===== src/rtl/ffo_pkg.sv =====
// Shared types and helpers for the ffo_normalize sequential left-normalizer.
package ffo_pkg;

   typedef enum logic [1:0] {
      IDLE  = 2'd0,
      SHIFT = 2'd1,
      DONE  = 2'd2
   } ffo_state_e;

   // Selects the top 2**stage bits of a width-bit word, LSB-aligned in 32 bits.
   function automatic logic [31:0] top_step_mask(input int width, input int stage);
      logic [31:0] mask;
      mask = '0;
      for (int i = 0; i < 32; i++) begin
         if ((i < width) && (i >= width - (1 << stage))) begin
            mask[i] = 1'b1;
         end
      end
      return mask;
   endfunction

endpackage


===== src/rtl/ffo_normalize.sv =====
// Left-normalizer: binary-search shift of the operand until its leading one
// reaches the MSB, one search stage per clock, with valid/ready on both sides.
module ffo_normalize
   import ffo_pkg::*;
#(
   parameter  int N     = 32,
   localparam int IDX_W = $clog2(N)
) (
   input  logic             clk,
   input  logic             resetN,
   input  logic             in_valid,
   output logic             in_ready,
   input  logic [N-1:0]     in_data,
   output logic             out_valid,
   input  logic             out_ready,
   output logic [N-1:0]     out_data,
   output logic [IDX_W-1:0] out_index,
   output logic             out_zero
);

   ffo_state_e       state_q, state_d;
   logic [N-1:0]     data_q, data_d;
   logic [IDX_W-1:0] cnt_q, cnt_d;
   logic [IDX_W-1:0] stage_q, stage_d;
   logic             zero_q, zero_d;

   logic [31:0]      mask_full;
   logic [IDX_W-1:0] step;
   logic             top_clear;

   always_comb begin
      mask_full = top_step_mask(N, int'(stage_q));
      step      = IDX_W'(1) << stage_q;
      top_clear = ((data_q & mask_full[N-1:0]) == '0);
   end

   always_comb begin
      state_d = state_q;
      data_d  = data_q;
      cnt_d   = cnt_q;
      stage_d = stage_q;
      zero_d  = zero_q;
      case (state_q)
         IDLE: begin
            if (in_valid && in_ready) begin
               data_d  = in_data;
               cnt_d   = '0;
               stage_d = IDX_W'(IDX_W - 1);
               zero_d  = (in_data == '0);
               state_d = (in_data == '0) ? DONE : SHIFT;
            end
         end
         SHIFT: begin
            // An empty top window means the leading one lies further down.
            if (top_clear) begin
               data_d = data_q << step;
               cnt_d  = cnt_q + step;
            end
            if (stage_q == '0) begin
               state_d = DONE;
            end else begin
               stage_d = stage_q - IDX_W'(1);
            end
         end
         DONE: begin
            if (out_ready) begin
               state_d = IDLE;
            end
         end
         default: state_d = IDLE;
      endcase
   end

   always_ff @(posedge clk) begin
      if (!resetN) begin
         state_q <= IDLE;
         data_q  <= '0;
         cnt_q   <= '0;
         stage_q <= '0;
         zero_q  <= 1'b0;
      end else begin
         state_q <= state_d;
         data_q  <= data_d;
         cnt_q   <= cnt_d;
         stage_q <= stage_d;
         zero_q  <= zero_d;
      end
   end

   // Result fields are forced to zero whenever no result is being offered.
   always_comb begin
      in_ready  = resetN && (state_q == IDLE);
      out_valid = (state_q == DONE);
      out_data  = '0;
      out_index = '0;
      out_zero  = 1'b0;
      if (state_q == DONE) begin
         out_data  = data_q;
         out_index = zero_q ? '0 : (IDX_W'(N - 1) - cnt_q);
         out_zero  = zero_q;
      end
   end

endmodule


===== config.mk =====
export PLATFORM = sky130hd
export DESIGN_NAME = ffo_normalize
export DESIGN_NICKNAME = d
export VERILOG_FILES = /design/src/rtl/ffo_pkg.sv /design/src/rtl/ffo_normalize.sv
export SDC_FILE = /design/constraint.sdc
export NUM_CORES = 1
export LEC_CHECK = 0
export CAP_MARGIN = 10
export CORE_MARGIN = 2
export CORE_UTILIZATION = 56
export CTS_BUF_LIST = sky130_fd_sc_hd__clkbuf_8
export CTS_CLUSTER_SIZE = 30
export DETAILED_ROUTE_END_ITERATION = 10
export DONT_BUFFER_PORTS = 1
export PLACE_DENSITY_LB_ADDON = 0.12
export SYNTH_ARGS = -nofsm -noshare
export SYNTH_HDL_FRONTEND = slang
export SYNTH_SLANG_ARGS = --single-unit

===== constraint.sdc =====
create_clock -name clk -period 10.2 [get_ports clk]
set_input_delay 1.02 -clock clk [delete_from_list [all_inputs] [get_ports clk]]
set_output_delay 1.02 -clock clk [all_outputs]
set_load 0.02 [all_outputs]

After elaboration in Yosys (flattened, before gate mapping)
Cells that the tools add are included.
W data, S select, Z words.

word-level totals
  memories = 0
  RAM bits = 0
  memory bits (read-only) = 0
  bits of input ports = 36
  bits in latches = 0
  register bits = 45
  word-level logic and storage cells = 113

cells by class
  $mul = 0
  equality and inequality tests = 7
  shift-type cells = 3
  magnitude comparators = 32
  reductions and logical operators = 11
  bitwise logic cells = 1
  $add $sub $neg = 4
  multiplexer cells = 50
  divide/modulo/power cells = 0

operator list
  operator                 count
  $ge A6 B32 Y1 const A    16
  $ge A5 B32 Y1 const A    8
  $ge A4 B32 Y1 const A    4
  $mux W32                 3
  $ge A3 B32 Y1 const A    2
  $logic_not A32 Y1        2
  $pmux W32 S2             1
  $mux W1                  33
  $and A32 B32 Y32         1
  $ge A1 B32 Y1 const A    1
  $ge A2 B32 Y1 const A    1
  $shl A1 B5 Y32 const A   1
  $shl A32 B5 Y32          1
  $sub A7 B32 Y32 const A  1
  $mux W5                  6
  $pmux W5 S2              2
  $reduce_and A3 Y1        3
  $mux W2                  4
  $ne A2 B2 Y1 const B     4
  $pmux W2 S3              1
  $add A5 B5 Y5            1
  $logic_not A5 Y1         1
  $shl A1 B5 Y5 const A    1
  $sub A5 B1 Y5 const B    1
  8 further kinds          9

Longest topological paths before layout
  depth in word-level cells = 8
  mapped depth = 19
  mapped depth without buffers = 14

Worst setup path before layout
Ideal clock, no wire load.

  kind = reg2reg
  from = reg stage_q[0]
  to = reg data_q[17]
  buffers on the path = 5
  clock period less this slack = 4.564 ns
  required time = 10.077 ns
  data arrival time = 4.440 ns
  cell stages (with the launch flop) = 19
  path slack = 5.636 ns
  library setup time = 0.123 ns
  cell sequence = dfxtp_1 -> inv_1 -> clkbuf_1 -> clkbuf_1 -> ha_1 -> clkbuf_1 -> nand2_1 -> ha_1 -> buf_1 -> o21ai_0 -> o31ai_1 -> or2_1 -> clkbuf_1 -> a221o_1 -> nor4b_2 -> a41oi_1 -> and4bb_4 -> a21oi_4 -> mux2_1

between the ends
  cells in the longest elaborated chain, start to end = 8
  elaborated cells on any way between the ends = 74

RTL lines
  item                                   line                 text
  start: declaration                     ffo_normalize.sv:24  logic [IDX_W-1:0] stage_q, stage_d;
  start signal: assignment               ffo_normalize.sv:85  stage_q <= stage_d;
  $shl A1 B5 Y32                         ffo_pkg.sv:15        if ((i < width) && (i >= width - (1 << stage))) begin
  $sub A7 B32 Y32                        ffo_pkg.sv:15
  $ge A1 B32 Y1 (tied with other cells)  ffo_pkg.sv:15
  $mux W1                                ffo_pkg.sv:15
  $and A32 B32 Y32                       ffo_normalize.sv:34  top_clear = ((data_q & mask_full[N-1:0]) == '0);
  $logic_not A32 Y1                      ffo_normalize.sv:34
  $ne A2 B2 Y1 (no source line)          n/a
  $reduce_and A3 Y1 (no source line)     n/a
  end signal: assignment                 ffo_normalize.sv:83  data_q <= data_d;
  end: declaration                       ffo_normalize.sv:22  logic [N-1:0] data_q, data_d;

Parallel ways exist; a longest one is shown, timed or not. The select of a mux whose other input is x is not followed.
A chain may end at the register's enable or synchronous reset.

Final worst setup path
Same ends and word-level chain as after synthesis.

==> metrics.md <==
| Metric | Value |
|---|---|
| Postcts setup bufs | 0 |
| PD cells | 182.2 nW/um2 |
| Mapped Nets | 769 |
| Final min period | 5.837 ns |
| Worst EP required | 10.41 ns |
| CTS clk-pin slew, worst paths | 0.10 ns |
| Vias per inst | 6.945 |
| Post-synth ARST share | 0% |
| Fin util | 58.11% |
| Synth cell count leaders | 135 x nand2_1, 66 x mux2i_1, 56 x o21ai_0 |
| Clock Power Share | 13.5% |
| Share of cells above drive strength 1 | 5.240% |
| WP data arrival | 6.05 ns |
| Die Y | 99.22 um |
| Top cell type's share of synthesized area | 17.74% |
| Remaining antenna violation count | 0 |
| Fin crit share | 57.23% |
| Reg power frac | 29.6% |
| Placed insts | 768 |
| Max Clk Rate | 0.1713 GHz |
| Worst-Skew Late Latency | 0.31 ns |
| N_diodes | 0 |
| First-pass GRT wire length | 27.42 mm |
| Switching power | 471.9 uW |
| Slew HR | 37.98% |
| Buffers on Ports | 0 |
| Worst-margin pin slew | 0.9293 ns |
| VDD IR max | 0.1180 mV |
| Overall routed net length | 17.36 mm |
| Hold WC Path Type | reg2reg |
| Final setup viols | 0 |
| Unrepaired setup endpoints after global routing | no |
| WS Path Type | reg2reg |
| Fin. Hold Viols | 0 |
| Yosys reg bits | 45 |
| Post-Syn Instances | 719 |
| Initial antenna violation count | 0 |
| Violation count after the first detailed-route iteration | 693 |
| Rows | 34 |
| # H-tree levels | 2 |
| Vias after detailed routing | 5389 |
| Sink Count | 45 |
| Startpoint types | flip-flop |
| Post-synth EDFFs | 0 |
| Drt first pass iters | 6 |
| Number of hold buffers added after cts | 0 |
| Gpl congestion | 0.9652 |
| Setup Skew | 0.01013 ns |
| Num CTS Buffers | 5 |
| Main synth FF type | dfxtp_1 |
| Layout Cells excl Fill | 776 |
| Yosys warns | 0 |
| Die ar. | 9845 um2 |
| Area growth, synth to finish | 0.2956% |
| Leading post-synthesis cells by cell area | dfxtp_1 18%, mux2i_1 13%, nand2_1 10%, o21ai_0 5.5%, o211ai_1 5.5% |
| Syn_area_per_cell | 7.062 um2 |
| Max cap viols | 0 |
| CP endpoint kind | flip-flop |
| Post_cts resized | 0 |
| Seq/Total Area, Yosys | 17.74% |
| Max Transition Viols Final | 0 |
| # IOs | 76 |
| Avg WL per Cell | 22.37 um |
| Static leakage | 2.024 nW |
| Overflow after GRT | 0 |
| GRT Overall Usage | 34.98% |
| Pint | 455.7 uW |
| CTS max path bufs | 2 |
| Core ar. | 8763 um2 |
| Number of remaining DRC errors | 0 |
| Switching part of the total | 50.87% |
| Hpwl dp | 12.46 mm |
| Synth Cell Area | 5077 um2 |
| Vias in the first global route | 5043 |
| Largest net degree at the start of global routing | 79 |
| Post-synth cell types | 75 |
| Clk Tree Root Cell | clkbuf_8 |
| Status | completed |
| Nets@finish | 717 |
| Initial Util | 57.94% |
| Worst-path maximum fanout | 58 |
| Die width | 99.22 um |
| Comb pwr share | 56.9% |
| Setup Total Neg Slack | 0 ns |
| Worst reg-to-reg setup slack | 4.36 ns |
| Area leader, netlist | dfxtp_1 |
| Most common cell in the netlist | nand2_1 |
| CTS tree | yes |
[cell families (layout without fill, tap and decap cells)]
kind of cell,Yosys count,count (layout),share of synthesized area [%]
compound gates,204,204,27.50
xor+xnor,8,8,1.380
fa+ha+maj,14,14,3.598
buf+inv,81,30,6.653
flops,45,45,17.74
mux,72,72,14.79
simple gates,295,295,28.34
[through the flow]
stage	worst slack (ns)	instance area [um2]	power, mW	hold WS, ns
after global placement	4.675	4996	0.7783	0.4762
after CTS	4.488	5092	0.9097	0.5096
after floorplan	5.636	5077	0.6568	0.4429
after global routing	4.010	5092	0.9882	0.5270
after detailed placement	4.477	4996	0.7850	0.4944
final	4.363	5092	0.9277	0.4998
[power groups by stage]
stage / sequential (mW) / combinational [mW] / clock (mW)
2_1_floorplan: 0.227 / 0.430 / 0
6_report: 0.274 / 0.528 / 0.125
3_3_place_gp: 0.274 / 0.505 / 0
4_1_cts: 0.270 / 0.513 / 0.128
3_5_place_dp: 0.274 / 0.511 / 0
5_1_grt: 0.278 / 0.578 / 0.132
[layout make-up]
class	count	area, um2
Multi-Input combinational cell	593	3850
Clock inverter	2	13.76
Inverter	15	56.30
Sequential cell	45	902.1
Tap cell	108	135.1
Timing Repair Buffer	7	52.55
Fill cell	857	3671
Clock buffer	6	82.58
[worst paths after layout]
| check | from | endpoint | cells after the start |
|---|---|---|---|
| worst max-delay path | stage_q[0] | data_q[17] | 15 |
| worst min-delay path | cnt_q[2] | cnt_q[2] | 2 |
| worst max register to register | stage_q[0] | data_q[17] | 15 |
| worst min register to register | cnt_q[2] | cnt_q[2] | 2 |
[sequential cells by signal, indices dropped and copies added, names as in the netlist]
register  flops
state_q       2
stage_q       5
zero_q        1
data_q       32
cnt_q         5
[metal layers]
| metal | GRT usage (%) | routed length, um | share of wire [%] | up-vias |
|---|---|---|---|---|
| li1 | - | - | - | 2518 |
| met1 | 49.61 | 7529 | 43 | 2494 |
| met2 | 51.04 | 7479 | 43 | 333 |
| met3 | 8.433 | 1860 | 11 | 44 |
| met4 | 13.80 | 492 | 2.8 | 0 |
| met5 | 0 | 0 | 0 | - |
[cells in the final DEF (no fill, tap or decap), types with 5 or more instances in the layout]
cell type    n
nor3_1       9
nor2_1      40
a21oi_1     26
nor4_1      17
mux2i_1     66
a22o_1       7
and2_1      39
o22ai_1      6
xnor2_1      6
inv_1       15
buf_4        7
clkbuf_8     6
o211ai_1    37
nand4_1      6
nand2_1    135
ha_1        13
dfxtp_1     44
nand2b_1     9
a31oi_1      5
o21ai_0     56
nand3_1     15
[critical path, cell delays in order, from the launching register on]
cell      delay, ns
dfxtp_2        0.32
buf_4          0.58
inv_1          0.65
ha_1           0.58
nand2_1        0.29
ha_1           0.48
nand2b_1       0.13
o31ai_1        0.71
or2_1          0.31
o21ai_1        0.09
nor4b_2        0.17
a41oi_1        0.15
and4bb_4       0.24
a21oi_4        0.13
buf_4          0.48
mux2_1         0.37
(Power assumes the default switching activity.)
